`config.mk`:
```
export PLATFORM = sky130hd
export DESIGN_NAME = leitor_matriz_leds
export DESIGN_NICKNAME = d
export VERILOG_FILES = /design/src/rtl/matriz_pkg.sv /design/src/rtl/decodificador_coluna.sv /design/src/rtl/leitor_matriz_leds.sv
export SDC_FILE = /design/constraint.sdc
export NUM_CORES = 1
export LEC_CHECK = 0
export BUFFER_PORTS_ARGS = -buffer_cell sky130_fd_sc_hd__buf_2
export CAP_MARGIN = 20
export CORE_ASPECT_RATIO = 0.8
export CORE_MARGIN = 2
export CORE_UTILIZATION = 45
export DETAILED_ROUTE_END_ITERATION = 8
export SLEW_MARGIN = 0
export SYNTH_ARGS = -nofsm -noshare
export SYNTH_HDL_FRONTEND = slang
export SYNTH_SLANG_ARGS = --single-unit
```
`constraint.sdc`:
```
create_clock -name clock -period 4.8 [get_ports clock]
set_clock_uncertainty 0.2 [all_clocks]
set_input_delay 0.24 -clock clock [delete_from_list [all_inputs] [get_ports clock]]
set_output_delay 0.24 -clock clock [all_outputs]
set_load 0.005 [all_outputs]
```
`src/rtl/matriz_pkg.sv`:
```
// Shared constants and types for the LED matrix scan reader.
// Legacy-compatible state encoding lives here so the bench and the reader agree on it.
package matriz_pkg;

    localparam int unsigned N_COL = 5;
    localparam int unsigned N_LIN = 7;

    typedef logic [1:0]       estado_t;
    typedef logic [2:0]       col_idx_t;
    typedef logic [N_LIN-1:0] linha_t;

    localparam estado_t AGUARDA   = 2'd0;
    localparam estado_t ASSENTA   = 2'd1;
    localparam estado_t CAPTURADO = 2'd2;

    function automatic col_idx_t prox_coluna(input col_idx_t i);
        return (i == col_idx_t'(N_COL - 1)) ? '0 : i + 3'd1;
    endfunction

endpackage

```
`src/rtl/decodificador_coluna.sv`:
```
// Column strobe decoder: classifies the strobes as none, exactly one (with index) or several.
module decodificador_coluna
    import matriz_pkg::*;
#(
    parameter int unsigned COL_ATIVO_BAIXO = 1
)(
    input  logic [N_COL-1:0] c,
    input  logic             valido,
    output logic             nenhuma,
    output logic             unica,
    output logic             multipla,
    output col_idx_t         indice
);

    logic [N_COL-1:0] ativo;
    logic [2:0]       n_ativos;

    // Until the synchronizer has filled after reset its all-zero contents would
    // read as "every column active", so the decode is masked off.
    always_comb begin
        ativo    = (COL_ATIVO_BAIXO != 0) ? ~c : c;
        if (!valido)
            ativo = '0;
        n_ativos = '0;
        indice   = '0;
        for (int unsigned i = 0; i < N_COL; i++) begin
            if (ativo[i]) begin
                n_ativos = n_ativos + 3'd1;
                indice   = col_idx_t'(i);
            end
        end
        nenhuma  = (n_ativos == 3'd0);
        unica    = (n_ativos == 3'd1);
        multipla = (n_ativos > 3'd1);
    end

endmodule

```
`src/rtl/leitor_matriz_leds.sv`:
```
// Snoops a 5x7 multiplexed LED matrix drive and reconstructs complete, settled frames.
module leitor_matriz_leds
    import matriz_pkg::*;
#(
    parameter int unsigned SETTLE          = 4,
    parameter int unsigned TIMEOUT         = 65535,
    parameter int unsigned COL_ATIVO_BAIXO = 1
)(
    input  logic             clock,
    input  logic             reset_n,
    input  logic             enable,
    input  logic [N_LIN-1:0] l,
    input  logic [N_COL-1:0] c,
    input  logic             limpar_erro,
    output logic [N_LIN-1:0] mapa0,
    output logic [N_LIN-1:0] mapa1,
    output logic [N_LIN-1:0] mapa2,
    output logic [N_LIN-1:0] mapa3,
    output logic [N_LIN-1:0] mapa4,
    output logic             frame_valid,
    output logic [7:0]       frame_count,
    output logic             scan_error,
    output logic             sem_sinal
);

    localparam logic [7:0]  CNT_FIM = 8'(SETTLE - 1);
    localparam logic [15:0] T_MAX   = 16'(TIMEOUT);

    logic [N_LIN-1:0] l_s1, l_s2;
    logic [N_COL-1:0] c_s1, c_s2;
    logic [1:0]       sinc_ok;

    always_ff @(posedge clock or negedge reset_n) begin
        if (!reset_n) begin
            l_s1    <= '0;
            l_s2    <= '0;
            c_s1    <= '0;
            c_s2    <= '0;
            sinc_ok <= '0;
        end else begin
            l_s1    <= l;
            l_s2    <= l_s1;
            c_s1    <= c;
            c_s2    <= c_s1;
            sinc_ok <= {sinc_ok[0], 1'b1};
        end
    end

    logic     nenhuma, unica, multipla;
    col_idx_t indice;

    decodificador_coluna #(
        .COL_ATIVO_BAIXO(COL_ATIVO_BAIXO)
    ) u_decodificador (
        .c        (c_s2),
        .valido   (sinc_ok[1]),
        .nenhuma  (nenhuma),
        .unica    (unica),
        .multipla (multipla),
        .indice   (indice)
    );

    estado_t    estado, estado_nx;
    col_idx_t   esp, esp_nx;
    logic [7:0] cnt, cnt_nx;
    logic       captura, violacao;

    always_comb begin
        estado_nx = estado;
        esp_nx    = esp;
        cnt_nx    = cnt;
        captura   = 1'b0;
        violacao  = 1'b0;
        if (!enable) begin
            estado_nx = AGUARDA;
            esp_nx    = '0;
            cnt_nx    = '0;
        end else if (multipla) begin
            violacao  = 1'b1;
            estado_nx = AGUARDA;
            esp_nx    = '0;
            cnt_nx    = '0;
        end else begin
            case (estado)
                AGUARDA: begin
                    esp_nx = '0;
                    if (unica && indice == '0) begin
                        estado_nx = ASSENTA;
                        cnt_nx    = '0;
                    end
                end
                ASSENTA: begin
                    if (unica && indice == esp) begin
                        if (cnt == CNT_FIM) begin
                            captura   = 1'b1;
                            estado_nx = CAPTURADO;
                        end else begin
                            cnt_nx = cnt + 8'd1;
                        end
                    end else begin
                        violacao  = 1'b1;
                        estado_nx = AGUARDA;
                        esp_nx    = '0;
                        cnt_nx    = '0;
                    end
                end
                CAPTURADO: begin
                    if (unica && indice != esp) begin
                        cnt_nx = '0;
                        if (indice == prox_coluna(esp)) begin
                            esp_nx    = indice;
                            estado_nx = ASSENTA;
                        end else begin
                            violacao  = 1'b1;
                            esp_nx    = '0;
                            estado_nx = (indice == '0) ? ASSENTA : AGUARDA;
                        end
                    end
                end
                default: begin
                    estado_nx = AGUARDA;
                    esp_nx    = '0;
                    cnt_nx    = '0;
                end
            endcase
        end
    end

    linha_t      shadow [N_COL];
    linha_t      mapa_r [N_COL];
    logic        commit_pend;
    logic        commit;
    logic [15:0] t_cnt, t_inc;

    assign commit = commit_pend && enable;
    assign t_inc  = (t_cnt == T_MAX) ? t_cnt : t_cnt + 16'd1;

    // Commit runs one cycle behind the last column capture so shadow[4] is already settled.
    always_ff @(posedge clock or negedge reset_n) begin
        if (!reset_n) begin
            estado      <= AGUARDA;
            esp         <= '0;
            cnt         <= '0;
            commit_pend <= 1'b0;
            frame_valid <= 1'b0;
            frame_count <= '0;
            t_cnt       <= '0;
            sem_sinal   <= 1'b0;
            scan_error  <= 1'b0;
            for (int unsigned i = 0; i < N_COL; i++) begin
                shadow[i] <= '0;
                mapa_r[i] <= '0;
            end
        end else begin
            estado      <= estado_nx;
            esp         <= esp_nx;
            cnt         <= cnt_nx;
            if (captura)
                shadow[esp] <= l_s2;
            commit_pend <= captura && (esp == col_idx_t'(N_COL - 1));
            frame_valid <= commit;
            if (commit) begin
                for (int unsigned i = 0; i < N_COL; i++)
                    mapa_r[i] <= shadow[i];
                frame_count <= frame_count + 8'd1;
                t_cnt       <= '0;
                sem_sinal   <= 1'b0;
            end else if (enable) begin
                t_cnt <= t_inc;
                if (t_inc == T_MAX) begin
                    sem_sinal <= 1'b1;
                    for (int unsigned i = 0; i < N_COL; i++)
                        mapa_r[i] <= '0;
                end
            end
            if (violacao)
                scan_error <= 1'b1;
            else if (limpar_erro)
                scan_error <= 1'b0;
        end
    end

    assign mapa0 = mapa_r[0];
    assign mapa1 = mapa_r[1];
    assign mapa2 = mapa_r[2];
    assign mapa3 = mapa_r[3];
    assign mapa4 = mapa_r[4];

endmodule

```
==> run summary, run 1 <==
Largest fanout on the critical path -> 11
Post-synth net total -> 632
Worst Hold Depth -> 2
Post-route setup TNS -> 0 ps
Fin nets -> 697
Crit start category -> flop
Routed via count -> 4717
Most common cell in the netlist -> dfrtp_1
CTS sink cnt -> 137
EDFF count, synth -> 0
Global-route usage over all layers -> 0.188
Period utilization -> 0.894
First-pass GRT wire length -> 23300 um
HPWL Detailed -> 9100 um
HP Class -> input port to flop
CTS Buf Count -> 17
Antenna diodes -> 0
CTS clk-pin slew, worst paths -> 60 ps
Clock Tree Root -> clkbuf_16
Pins Over Slew Limit -> 0
Max-Cap Viols -> 0
Endpoints failing hold -> 0
Initial antenna violation count -> 0
Crit path cell chain -> xnor2_1 > xnor2_1 > nor2_1 > ha_1 > nor2_1 > a211oi_1 > ha_1 > nand2b_1 > mux2_2 > o221ai_2 > nor2b_1 > o311a_1 > or2_0 > o21ai_0
Iteration-0 DRC Markers -> 346
Die Y -> 112 um
Top cells by area, synth -> dfrtp_1 (53%), nand2_1 (5.1%), a21oi_2 (4.0%)
Vias per std cell -> 5.44
Mean routed wirelength per cell -> 15.9 um
Largest vdd supply drop -> 272 uV
CTS tree -> yes
Drt drc -> 0
PostCTS Resize Cnt -> 0
Die width -> 139 um
Async SR Flop Fraction -> 1.00
Number of global-route vias before repair -> 4485
Slew HR -> 0.373
Setup CP Type -> flop to flop
Share of layout cells above drive strength 1 -> 0.237
FF+latch count, synth -> 137
Critical path's largest stage delay -> 500 ps
Final cell area excluding filler cells -> 0.00773 mm2
Top-Level Pins -> 62
Area post-placement -> 0.00693 mm2
Die ar. -> 0.0155 mm2
DRT Pass-1 Iters -> 4
CTS H-tree depth -> 4
Final worst path period need -> 4290 ps
Pwr Density -> 404 mW/mm2
Worst setup EP type -> flop
Total leakage power -> 3.69 nW
Share of Yosys cell area claimed by the top area cell type -> 0.525
Slowest CP cell -> o311a_1
Final setup viols -> 0
Hold buffer count at CTS -> 14
Final core utilization -> 0.543
Antenna-violating nets left -> 0
Post-CTS setup buffers -> 0
Ys Warns -> 0
Total gr overflow -> 0
CTS max path bufs -> 2
R2R depth -> 14
Finished Layout Cells -> 867
Area leader, netlist -> dfrtp_1
Placeable Area -> 0.0142 mm2
Synthesized cell area -> 0.00653 mm2
# rows -> 39
Dpl cells -> 821
Largest net degree at the start of global routing -> 105
Port Buffers -> 61
Final WL -> 13800 um
Fmax -> 0.233 GHz
Initial cell density of the core -> 0.458
Reg2reg setup slack -> 510 ps
Area growth, synth to finish -> 18.5%
Most instantiated cells after synthesis -> dfrtp_1 (137), nand2_1 (88), nor2_1 (33)
Synth Area per Inst -> 10.8 um2
Seq/Total Area, Yosys -> 0.525
Final Wtd Congestion -> 0.840
Crit path required time -> 4880 ps
Worst Tran Pin Value -> 940 ps
Syn Inst Count -> 605
Worst-Skew Late Latency -> 420 ps
Status -> completed
Top_reg_cell synth -> dfrtp_1
Worst Path Arrival -> 4370 ps
Unrepaired setup endpoints after global routing -> no
Synth cell types -> 69
[routing by layer]
layer	share of wire	track usage	up-vias
met5	0	0	-
met4	0.014	0.0646	0
met3	0.034	0.0400	15
met2	0.44	0.272	86
met1	0.51	0.282	2337
li1	-	-	2279
[registers in the layout (all words and copies together) (netlist names)]
| register | count |
|---|---|
| shadow | 35 |
| t_cnt | 16 |
| cnt | 8 |
| frame_count | 8 |
| l_s1 | 7 |
| l_s2 | 7 |
| mapa0 | 7 |
| mapa1 | 7 |
| mapa2 | 7 |
| mapa3 | 7 |
| mapa4 | 7 |
| c_s1 | 5 |
| c_s2 | 5 |
| esp | 3 |
| estado | 2 |
| sinc_ok | 2 |
| commit_pend | 1 |
| frame_valid | 1 |
| scan_error | 1 |
| sem_sinal | 1 |
[critical path, delay by kind of cell, from the launching register on]
kind / cells / cell delay (ps)
AO/OA/AOI/OAI: 4 / 1170
XOR/XNOR: 2 / 570
adder cells (fa/ha/maj): 2 / 500
flip-flops: 1 / 450
multiplexers: 1 / 270
AND/OR/NAND/NOR: 5 / 1000
[layout make-up]
type,instances,area (um2)
fill,1281,6510
sequential,137,3430
multi-input combinational,405,2810
timing repair buffer,80,489
clock buffer,22,474
tap,184,230
clock inverter,10,190
inverter,29,109
[report_power, final]
| group | switching, mW | internal (mW) | total, mW |
|---|---|---|---|
| sequential | 0.0842 | 1.21 | 1.29 |
| clock | 0.496 | 0.966 | 1.46 |
| combinational | 0.234 | 0.141 | 0.375 |
| total | 0.814 | 2.31 | 3.13 |
[metrics by stage]
| step | setup WS, ps | power, mW | hold slack [ps] |
|---|---|---|---|
| 3_5_place_dp | 472 | 1.67 | 135 |
| 5_1_grt | 164 | 3.26 | 131 |
| 3_3_place_gp | 611 | 1.66 | 133 |
| 4_1_cts | 458 | 3.15 | 91.5 |
| 2_1_floorplan | 1010 | 1.57 | -256 |
| 6_report | 510 | 3.13 | 127 |
[logic make-up (layout without fill, tap and decap cells)]
| group | Yosys count | after routing | synth area share |
|---|---|---|---|
| and+or+nand+nor | 199 | 199 | 0.161 |
| AOI/OAI and AO/OA | 139 | 139 | 0.155 |
| DFF | 137 | 137 | 0.525 |
| buffers and inverters | 63 | 141 | 0.0435 |
| muxes | 38 | 38 | 0.0694 |
| xor gates and xnor gates | 15 | 15 | 0.0201 |
| adders and majority gates | 13 | 13 | 0.0242 |
| other | 1 | 1 | 0.000575 |
[placed cells by master, fill, tap and decap left out, types with 11 or more instances in the layout]
cell / count
dfrtp_1: 137
nand2_1: 88
buf_2: 60
nor2_1: 33
a21oi_1: 31
a21oi_2: 30
inv_1: 27
mux2_1: 22
nand3_1: 17
clkbuf_16: 17
dlygate4sd3_1: 14
o22ai_1: 13
xnor2_1: 11
ha_1: 11
[worst paths after layout]
path                              start          to
worst max register to register  c_s2[2]      cnt[1]
min in group asynchronous       reset_n  sinc_ok[0]
worst min register to register  c_s1[3]     c_s2[3]
max in group asynchronous       reset_n  shadow[28]
worst max-delay path            c_s2[2]      cnt[1]
worst min-delay path             enable    t_cnt[8]
Power figures use the tool's default switching activity.
==> run 2, diff against run 1 <==
- CELL_PAD_IN_SITES_DETAIL_PLACEMENT: not set -> 0
- CELL_PAD_IN_SITES_GLOBAL_PLACEMENT: not set -> 1
- PLACE_DENSITY_LB_ADDON: not set -> 0.08
==> run 2 against run 1 <==
Clock power shrank 3%. Worst setup slack lost 73 ps. Routed wire length grew 3.7%. First-iteration DRC count shrank 21%. Cell count grew 0.35%. Flip-flop and latch count is the same. Clock-buffer cell count shrank 3. Power shrank 1.6%. Via count is essentially flat. Combinational power is essentially flat. Fmax shrank 1.7%. Utilization is essentially flat. Largest cell class unchanged.
==> run summary, run 2 (synthesis gave the netlist of run 1 again) <==
Initial cell density of the core -> 0.458
PostCTS Resize Cnt -> 0
R2R depth -> 14
Largest fanout on the critical path -> 11
Unrepaired setup endpoints after global routing -> no
Max-Cap Viols -> 0
Antenna-violating nets left -> 0
Area post-placement -> 0.00695 mm2
Max reg flops -> 35
Critical path's largest stage delay -> 500 ps
Commonest cells after routing, fill and taps aside -> dfrtp_1 (137), nand2_1 (88), buf_2 (60)
HP Class -> input port to flop
Endpoints failing hold -> 0
RR Startpoint -> c_s2[2]
Worst setup EP type -> flop
Port Buffers -> 61
Share of layout cells above drive strength 1 -> 0.242
Dpl cells -> 823
Hold WS -> 117 ps
Pwr Density -> 398 mW/mm2
Drt drc -> 0
Post-CTS setup buffers -> 0
Period utilization -> 0.909
Area occupied by multi-input gates -> 0.00281 mm2
Area growth, synth to finish -> 18.5%
Final cell area excluding filler cells -> 0.00773 mm2
Routed via count -> 4720
CTS max path bufs -> 2
First-pass GRT wire length -> 24000 um
Pins Over Slew Limit -> 0
Fmax -> 0.229 GHz
Status -> completed
Top-Level Pins -> 62
Final worst path period need -> 4360 ps
Worst Path Arrival -> 4430 ps
Die ar. -> 0.0155 mm2
Largest vdd supply drop -> 293 uV
Die Y -> 112 um
Global-route usage over all layers -> 0.195
Mean routed wirelength per cell -> 16.5 um
Slowest CP cell -> o311a_1
Final Wtd Congestion -> 0.796
Largest Register -> shadow
Finished Layout Cells -> 870
DRT Pass-1 Iters -> 4
Min-delay src -> enable
Fin nets -> 699
Total leakage power -> 3.69 nW
Layout fillers -> 1273
Vias per std cell -> 5.43
HPWL Detailed -> 9400 um
Slew HR -> 0.423
Most common cell after layout, fill and taps aside -> dfrtp_1
Post-route setup TNS -> 0 ps
CTS Buf Count -> 17
R2R Path End -> cnt[1]
CTS H-tree depth -> 4
Iteration-0 DRC Markers -> 273
Initial antenna violation count -> 0
Crit start category -> flop
Worst Hold Depth -> 3
Final WL -> 14300 um
Hold Path Sink -> t_cnt[13]
Die width -> 139 um
Largest net degree at the start of global routing -> 92
Register Area -> 0.00343 mm2
Reg2reg setup slack -> 440 ps
Clock Tree Root -> clkbuf_16
# rows -> 39
Crit path required time -> 4870 ps
CTS clk-pin slew, worst paths -> 60 ps
Total gr overflow -> 0
Final setup viols -> 0
Placeable Area -> 0.0142 mm2
Worst Tran Pin Value -> 866 ps
Worst-Skew Late Latency -> 420 ps
CTS sink cnt -> 137
CTS tree -> yes
Number of global-route vias before repair -> 4610
Crit path cell chain -> xnor2_1 > xnor2_1 > nor2_1 > ha_1 > nor2_1 > a211oi_1 > ha_1 > nand2b_1 > mux2_2 > o221ai_2 > nor2b_1 > o311a_1 > or2_0 > o21ai_0
Largest regs -> shadow: 35 flops, t_cnt: 16 flops
Setup CP Type -> flop to flop
## run 2: repair_timing
action / CTS / global route
hold buffers: 14 / 0
endpoints found under the setup margin: 0 / 0
hold endpoints to repair: 103 / 0
## run 2: layout make-up
| type | instances | area share |
|---|---|---|
| flip-flops and latches | 137 | 0.443 |
| multi-input cells | 405 | 0.364 |
| repair buffers | 82 | 0.0652 |
| clock buffers | 19 | 0.0586 |
| well taps | 184 | 0.0298 |
| clock inverters | 13 | 0.0248 |
| inverters | 29 | 0.0141 |
| diodes | 1 | 0.000324 |
## run 2: stage by stage
step           setup slack (ps)  total power, mW  utilization
2_1_floorplan              1010             1.57            -
3_5_place_dp                452             1.67        0.487
6_report                    437             3.08        0.543
5_1_grt                    76.4             3.23        0.543
3_3_place_gp                633             1.67        0.487
4_1_cts                     447             3.10        0.543
## run 2: critical path: cells and delay by family (launching register included)
kind / cells / cell delay (ps)
AO/OA/AOI/OAI: 4 / 1190
XOR/XNOR: 2 / 580
adder cells (fa/ha/maj): 2 / 510
flip-flops: 1 / 450
multiplexers: 1 / 270
AND/OR/NAND/NOR: 5 / 1010
## run 2: where the power goes
| group | switching (mW) | internal (mW) |
|---|---|---|
| Sequential | 0.0855 | 1.21 |
| Combinational | 0.232 | 0.141 |
| Clock | 0.508 | 0.902 |
## run 2: worst max-delay path by stage
stage | start | to | cells after the start
after floorplan | c_s2[2] | shadow[28] | 16
after global placement | c_s2[2] | cnt[1] | 14
after detailed placement | c_s2[2] | cnt[1] | 14
after CTS | c_s2[2] | cnt[1] | 14
after global routing | c_s2[2] | cnt[1] | 14
final | c_s2[2] | cnt[1] | 14
## run 2: metal layers
metal	vias up	track usage	part of all wire	wire length, um
met3	16	0.0473	0.041	590
li1	2285	-	-	-
met4	0	0.0667	0.014	197
met2	100	0.282	0.43	6190
met1	2319	0.290	0.51	7350
met5	-	0	0	0
